[config.mk]
export PLATFORM = sky130hd
export DESIGN_NAME = jk_bank_arbiter_flat
export DESIGN_NICKNAME = d
export VERILOG_FILES = /design/src/rtl/jk_bank_arbiter_if.sv /design/src/rtl/jk_bank_arbiter.sv /design/src/flat_wrapper.sv
export SDC_FILE = /design/constraint.sdc
export NUM_CORES = 1
export LEC_CHECK = 0
export CORE_MARGIN = 3
export CORE_UTILIZATION = 25
export CTS_CLUSTER_SIZE = 25
export DETAILED_ROUTE_END_ITERATION = 10
export HOLD_SLACK_MARGIN = 0.05
export SLEW_MARGIN = 20
export SYNTH_ARGS = -nofsm -noshare
export SYNTH_HDL_FRONTEND = slang
export SYNTH_SLANG_ARGS = --single-unit
[constraint.sdc]
create_clock -name clk -period 1.9 [get_ports clk]
set_input_delay 0.475 -clock clk [delete_from_list [all_inputs] [get_ports clk]]
set_output_delay 0.475 -clock clk [all_outputs]
set_load 0.01 [all_outputs]
[src/rtl/jk_bank_arbiter_if.sv]
//------------------------------------------------------------------------------
// jk_bank_arbiter_if : requester handshake and status bundle for jk_bank_arbiter
// Revision: 1.0
//------------------------------------------------------------------------------
`default_nettype none

interface jk_bank_arbiter_if #(
  parameter int WIDTH = 4
);
  logic             a_valid;
  logic             a_ready;
  logic [1:0]       a_op;
  logic [WIDTH-1:0] a_mask;
  logic             b_valid;
  logic             b_ready;
  logic [1:0]       b_op;
  logic [WIDTH-1:0] b_mask;
  logic             busy;
  logic             done;
  logic             err;
  logic             done_src;

  modport master (
    output a_valid, a_op, a_mask, b_valid, b_op, b_mask,
    input  a_ready, b_ready, busy, done, err, done_src
  );

  modport slave (
    input  a_valid, a_op, a_mask, b_valid, b_op, b_mask,
    output a_ready, b_ready, busy, done, err, done_src
  );
endinterface

`default_nettype wire

[src/rtl/jk_bank_arbiter.sv]
//------------------------------------------------------------------------------
// jk_bank_arbiter : round-robin A/B arbiter driving a jk_ff bank for one clock
//                   per command, with q readback verification.
// Revision: 1.0
//------------------------------------------------------------------------------
`default_nettype none

module jk_bank_arbiter #(
  parameter int WIDTH = 4
) (
  input  logic             clk,
  input  logic             rst,
  jk_bank_arbiter_if.slave req,
  output logic [WIDTH-1:0] j_o,
  output logic [WIDTH-1:0] k_o,
  input  logic [WIDTH-1:0] q_in_i
);

  typedef enum logic [1:0] {
    IDLE  = 2'd0,
    DRIVE = 2'd1,
    CHECK = 2'd2
  } state_t;

  state_t           state_q;
  logic [WIDTH-1:0] j_q;
  logic [WIDTH-1:0] k_q;
  logic [WIDTH-1:0] exp_q;
  logic             src_q;
  logic             last_grant_q;
  logic             done_q;
  logic             err_q;
  logic             done_src_q;

  logic             grant_b;
  logic             accept;
  logic [1:0]       op_sel;
  logic [WIDTH-1:0] mask_sel;
  logic [WIDTH-1:0] j_d;
  logic [WIDTH-1:0] k_d;
  logic [WIDTH-1:0] exp_d;

  always_comb begin
    grant_b = req.b_valid;
    // On contention the requester not served last wins (last_grant 1 = B).
    if (req.a_valid && req.b_valid) begin
      grant_b = ~last_grant_q;
    end
    op_sel   = grant_b ? req.b_op   : req.a_op;
    mask_sel = grant_b ? req.b_mask : req.a_mask;
    j_d      = {WIDTH{op_sel[1]}} & mask_sel;
    k_d      = {WIDTH{op_sel[0]}} & mask_sel;
    // JK characteristic equation gives the value each bit must land on.
    exp_d    = (j_d & ~q_in_i) | (~k_d & q_in_i);
  end

  assign req.a_ready  = (state_q == IDLE) && req.a_valid && !grant_b;
  assign req.b_ready  = (state_q == IDLE) && req.b_valid && grant_b;
  assign accept       = req.a_ready || req.b_ready;
  assign req.busy     = (state_q != IDLE);
  assign req.done     = done_q;
  assign req.err      = err_q;
  assign req.done_src = done_src_q;
  assign j_o          = j_q;
  assign k_o          = k_q;

  always_ff @(posedge clk or posedge rst) begin
    if (rst) begin
      state_q      <= IDLE;
      j_q          <= '0;
      k_q          <= '0;
      exp_q        <= '0;
      src_q        <= 1'b0;
      last_grant_q <= 1'b1;
      done_q       <= 1'b0;
      err_q        <= 1'b0;
      done_src_q   <= 1'b0;
    end else begin
      case (state_q)
        IDLE: begin
          done_q <= 1'b0;
          err_q  <= 1'b0;
          if (accept) begin
            j_q          <= j_d;
            k_q          <= k_d;
            exp_q        <= exp_d;
            src_q        <= grant_b;
            last_grant_q <= grant_b;
            state_q      <= DRIVE;
          end
        end
        DRIVE: begin
          j_q     <= '0;
          k_q     <= '0;
          state_q <= CHECK;
        end
        CHECK: begin
          done_q     <= 1'b1;
          err_q      <= (q_in_i != exp_q);
          done_src_q <= src_q;
          state_q    <= IDLE;
        end
        default: begin
          state_q <= IDLE;
        end
      endcase
    end
  end

endmodule

`default_nettype wire
[src/flat_wrapper.sv]
// flat-port wrapper written by rule: the top's interface ports become plain ports
module jk_bank_arbiter_flat 
#(
  parameter int WIDTH = 4
)
  (clk, rst, j_o, k_o, q_in_i, req_a_valid, req_a_op, req_a_mask, req_b_valid, req_b_op, req_b_mask, req_a_ready, req_b_ready, req_busy, req_done, req_err, req_done_src);
  jk_bank_arbiter_if #(.WIDTH(WIDTH)) req_i ();
  input  logic clk;
  input  logic rst;
  output logic [WIDTH-1:0] j_o;
  output logic [WIDTH-1:0] k_o;
  input  logic [WIDTH-1:0] q_in_i;
  input wire logic [$bits(req_i.a_valid)-1:0] req_a_valid;
  input wire logic [$bits(req_i.a_op)-1:0] req_a_op;
  input wire logic [$bits(req_i.a_mask)-1:0] req_a_mask;
  input wire logic [$bits(req_i.b_valid)-1:0] req_b_valid;
  input wire logic [$bits(req_i.b_op)-1:0] req_b_op;
  input wire logic [$bits(req_i.b_mask)-1:0] req_b_mask;
  output wire logic [$bits(req_i.a_ready)-1:0] req_a_ready;
  output wire logic [$bits(req_i.b_ready)-1:0] req_b_ready;
  output wire logic [$bits(req_i.busy)-1:0] req_busy;
  output wire logic [$bits(req_i.done)-1:0] req_done;
  output wire logic [$bits(req_i.err)-1:0] req_err;
  output wire logic [$bits(req_i.done_src)-1:0] req_done_src;
  assign req_i.a_valid = req_a_valid;
  assign req_i.a_op = req_a_op;
  assign req_i.a_mask = req_a_mask;
  assign req_i.b_valid = req_b_valid;
  assign req_i.b_op = req_b_op;
  assign req_i.b_mask = req_b_mask;
  assign req_a_ready = req_i.a_ready;
  assign req_b_ready = req_i.b_ready;
  assign req_busy = req_i.busy;
  assign req_done = req_i.done;
  assign req_err = req_i.err;
  assign req_done_src = req_i.done_src;
  jk_bank_arbiter #(.WIDTH(WIDTH)) u_core (.clk(clk), .rst(rst), .req(req_i), .j_o(j_o), .k_o(k_o), .q_in_i(q_in_i));
endmodule
# Yosys cells after proc, flatten, opt, wreduce, memory -nomap -nowiden
# Cells that the tools add are included.
# W data, S select, Z words.
dict set report word_totals {
  out_inout_bits 14
  regBits 19
  elab_cells 45
}
dict set report classes {
  reduce_logical 13
  n_bitwise 8
  eq_ne 4
  mux 11
}
# cell n
set op_table {}
lappend op_table {{$and A4 B4 Y4} 4}
lappend op_table {{$pmux W4 S2} 2}
lappend op_table {{$mux W4} 3}
lappend op_table {{$not A4 Y4} 2}
lappend op_table {{$reduce_bool A2 Y1} 3}
lappend op_table {{$logic_and A1 B1 Y1} 5}
lappend op_table {{$mux W2} 2}
lappend op_table {{$ne A4 B4 Y1} 1}
lappend op_table {{$or A4 B4 Y4} 1}
lappend op_table {{$pmux W1 S2} 2}
lappend op_table {{$pmux W2 S2} 1}
lappend op_table {{$reduce_and A2 Y1} 2}
lappend op_table {{$eq A2 B1 Y1 const B} 1}
lappend op_table {{$eq A2 B2 Y1 const B} 1}
lappend op_table {{$logic_not A2 Y1} 1}
lappend op_table {{$ne A2 B1 Y1 const B} 1}
lappend op_table {{$logic_not A1 Y1} 1}
lappend op_table {{$logic_or A1 B1 Y1} 1}
lappend op_table {{$mux W1} 1}
lappend op_table {{$not A1 Y1} 1}

# Logic depth before layout (Yosys ltp)
dict set report depth {
  ltp_word 7
  ltp_mapped 5
  depth_no_buf 5
}

# Worst setup path before layout
# Ideal clock, no wire load.
dict set report synth_timing {
  path_kind {flip-flop to output port}
  start {register u_core.state_q[0]}
  end {output req_b_ready}
  t_arrival_ns 1.028
  n_path_buf 0
  path_slack_ns 0.397
  path_stages_with_launch 4
  cell_sequence {dfrtp_1 -> nor2_1 -> inv_1 -> nor2_1}
}
dict set report synth_via {
  elab_chain_len 3
}
# item line_no
set synth_lines {}
lappend synth_lines {{from (decl)} jk_bank_arbiter.sv:25} ;# state_t state_q;
lappend synth_lines {{from (signal assigned)} jk_bank_arbiter.sv:69} ;# state_q <= IDLE;
lappend synth_lines {{from (signal assigned)} jk_bank_arbiter.sv:89} ;# state_q <= DRIVE;
lappend synth_lines {{from (signal assigned)} jk_bank_arbiter.sv:95} ;# state_q <= CHECK;
lappend synth_lines {{$logic_not A2 Y1} jk_bank_arbiter.sv:58} ;# assign req.b_ready = (state_q == IDLE) && req.b_valid && grant_b;
lappend synth_lines {{$logic_and A1 B1 Y1 (2 in a row)} jk_bank_arbiter.sv:58}
lappend synth_lines {{to (decl)} flat_wrapper.sv:20} ;# output wire logic [$bits(req_i.b_ready)-1:0] req_b_ready;
# No other way between the ends.

# Final worst setup path
dict set report layout_timing {
  start {input req_a_valid}
  end {output req_b_ready}
}
dict set report layout_via {
  elab_chain_len 3
}
# item line_no
set layout_lines {}
lappend layout_lines {{from (decl)} flat_wrapper.sv:13} ;# input wire logic [$bits(req_i.a_valid)-1:0] req_a_valid;
lappend layout_lines {{$logic_and A1 B1 Y1} jk_bank_arbiter.sv:46} ;# if (req.a_valid && req.b_valid) begin
lappend layout_lines {{$mux W1} jk_bank_arbiter.sv:46}
lappend layout_lines {{$logic_and A1 B1 Y1} jk_bank_arbiter.sv:58}
# No other way between the ends.

==> metrics.md <==
| Metric | Value |
|---|---|
| Outcome | completed |
| CTS tree | built |
| Setup violators final | 0 |
| DR pass1 iterations | 4 |
| MaxCap Viol Count | 0 |
| Placer Congestion | 0.830 |
| Iteration-0 DRC Markers | 29 |
| Reg power frac | 0.359 |
| Worst hold path type | register to register |
| Clock Tree Root | clkbuf_8 |
| Vias in the first global route | 1011 |
| Gr ovfl total | 0 |
| Crit path arrival time | roughly 1400 ps |
| Maximum buffer depth of the clock tree | 2 |
| GRT busiest layer | met2 |
| Layout fillers | about 390 |
| Final period demand of the worst path | around 1800 ps |
| Register area share after synthesis | 0.482 |
| Setup crit start | req_a_valid |
| Reg-to-reg startpoint | u_core.last_grant_q$_DFFE_PP1P_ |
| Setup TNS | 0 ps |
| Clk_skew | approximately 7 ps |
| Most frequent cells after synthesis | dfrtp_1, nand2_1, nand3_1 |
| Clk Latency, worst-skew pair | ~260 ps |
| Worst path max stage delay | roughly 450 ps |
| Crit path launch type | input port |
| Crit. End Element | output pin |
| Full die area | 4750 sq um |
| Largest cells by area after synthesis | dfrtp_1, nand2_1, nand3_1 |
| Crit Path Class | input port to output pin |
| Site Rows | 22 |
| Switching share of power | 0.362 |
| Int Pwr | 1.23 mW |
| Clock transition at path regs | 70 ps |
| Share of post-route cells with drive strength above 1 | 0.199 |
| First-pass GRT wire length | around 4500 um |
| Max frequency | around 550 MHz |
| Die Height | 68.9 um |
| Count of buffers from port buffering | 33 |
| Hold_ws | around 500 ps |
| Slew @ Worst Pin | 309 ps |
| ANT nets after route | 0 |
| RSZ-0062 raised after global routing | false |
| GR Util met2 | 0.218 |
| TritonCTS buffer count | 3 |
| Final wirelength | 2810 um |
| Post-synth cell types | 27 |
| DRC errors left | 0 |
| Area Overhead vs Synth | 53.5% |
| # IOs | 34 |
| Final nets | between 150 and 200 |
| Power per Cell Area | ~1300 nW/um^2 |
| Combinational fraction of design power | 0.496 |
| CTS hold repair buffers | 0 |
| WP data required | between 1000 and 1500 ps |
| Met3 Usage GRT | 0.0259 |
| Hold-critical path depth | 2 |
| Clock group share of total power | 0.145 |
| Met1 Use GR | 0.163 |
| Largest net degree at the start of global routing | 20 |
| Period utilization | 0.962 |
| Area of the mapped netlist | between 900 and 1000 sq um |
| Synth Flop Type | dfrtp_1 |
| Initial antenna violation count | 0 |
| Die span in x | approximately 69 um |
| Area leader, netlist | dfrtp_1 |
| Core Area | around 3700 sq um |
| Ant diodes | 0 |
| Hold Path Origin | u_core.j_o[1]$_DFFE_PP0P_ |
| Ys async rst share | 1.00 |
| Synth top area share | 0.455 |
| Max VDD drop | 0.400 mV |
| Reg2Reg Depth | 6 |
| Final core utilization | 0.406 |
| Syn Inst Count | a little over 100 |
| Vias after detailed routing | just under 1000 |
| Synth warn | 0 |
| Syn Area/Cell | just under 10 sq um |
| H-tree levels | 1 |
| GRT Total Usage | 0.129 |
| Worst path slowest cell | clkdlybuf4s50_1 |
| Syn_nets | 123 |
| Rel. slew slack | 0.791 |
| Switch Pwr | between 0.6 and 0.7 mW |
| Crit-path cells | clkdlybuf4s50_1 -> a21bo_1 -> nor2_1 -> buf_2 |
| Fin. Hold Viols | 0 |
| Post-synth EDFFs | 0 |
| Worst Path Max Fanout | 3 |
| Leak | between 0.6 and 0.7 nW |
| Initial Util | 0.264 |
| Vias per cell | ~4.9 |
| Sink Count | 19 |
| Final Slew Violations | 0 |
| Hpwl dp | ~2200 um |
| Final Power | between 1.5 and 2 mW |
| Routed len/inst | about 14 um |
| Yosys reg bits | 19 |
-- cell type report --
class | count | area (sq um) | share of cell area
Clock buffer | 3 | 41.3 | 0.0272
Clock inverter | 1 | 5.00 | 0.00329
Inverter | 5 | 18.8 | 0.0124
Multi-Input combinational cell | 77 | 494 | 0.325
Sequential cell | 19 | 477 | 0.314
Tap cell | 48 | 60.1 | 0.0395
Timing Repair Buffer | 46 | 423 | 0.278
-- power by group through the flow --
stage	logic, mW	registers (mW)	clock network [mW]
final	0.952	0.689	0.279
after CTS	0.955	0.686	0.287
after detailed placement	0.952	0.694	0
after global routing	1.05	0.709	0.306
after global placement	0.938	0.685	0
after floorplan	0.406	0.731	0
-- final timing paths --
kind | endpoint | slack [ps]
min reg2reg | u_core.j_o[1]$_DFFE_PP0P_ | 490
min in group asynchronous | u_core.state_q[0]$_DFFE_PP0P_ | 540
max reg2reg | u_core.j_o[1]$_DFFE_PP0P_ | 270
min | u_core.j_o[1]$_DFFE_PP0P_ | 490
max | req_b_ready | 70
max in group asynchronous | u_core.last_grant_q$_DFFE_PP1P_ | 1100
-- cells in the final DEF (no fill, tap or decap), drive strengths merged --
cell type      instances
mux2                   3
o211ai                 2
o31ai                  3
o21ai                  8
clkbuf                 3
nand4                  2
o41ai                  1
a21o                   3
clkdlybuf4s50         29
buf                   15
a21bo                  1
a311oi                 2
a31oi                  1
dlymetal6s2s           2
dfrtp                 18
inv                    5
a21boi                 3
nor2                   4
clkinv                 1
xor2                   4
mux2i                  4
dfstp                  1
nand2                 18
nor2b                  1
and3                   2
a21oi                  3
nand3                 12
-- cell families (layout without fill, tap and decap cells) --
group / Yosys count / after routing / synth area share
and+or+nand+nor: 39 / 39 / 0.181
DFF: 19 / 19 / 0.482
buffers and inverters: 7 / 55 / 0.0379
xor gates and xnor gates: 4 / 4 / 0.0354
AOI/OAI and AO/OA: 27 / 27 / 0.190
muxes: 7 / 7 / 0.0746
-- worst max-delay path: cells and delay by family --
family / cells / cell delay (ps)
AO/OA/AOI/OAI: 1 / 210
buffers and inverters: 2 / 580
AND/OR/NAND/NOR: 1 / 90
-- per-stage QoR --
| step | worst slack (ps) | cells | instance area [sq um] |
|---|---|---|---|
| 6_report | 71.3 | 199 | 1520 |
| 5_1_grt | 21.5 | 199 | 1520 |
| 4_1_cts | 27.4 | 199 | 1500 |
| 3_5_place_dp | -364 | 194 | 1450 |
| 3_3_place_gp | -348 | 194 | 1450 |
| 2_1_floorplan | 397 | 103 | 990 |
-- metal layers --
layer,vias up,wire (um)
met5,-,0
li1,465,-
met3,4,236
met4,0,31
met1,472,1250
met2,41,1290
-- sequential cells by signal (all words and copies together) (netlist names) --
| register | flops |
|---|---|
| u_core.state_q | 2 |
| u_core.last_grant_q | 1 |
| u_core.j_o | 4 |
| u_core.req.done | 1 |
| u_core.req.err | 1 |
| u_core.exp_q | 4 |
| u_core.k_o | 4 |
| u_core.req.done_src | 1 |
| u_core.src_q | 1 |
-- repair_timing --
action / in CTS / in global routing
gates cloned: 0 / 0
gates resized for setup: 9 / 5
setup endpoints to repair: 2 / 4
setup buffers: 1 / 0
pin swaps: 0 / 1
Power figures use the tool's default switching activity.
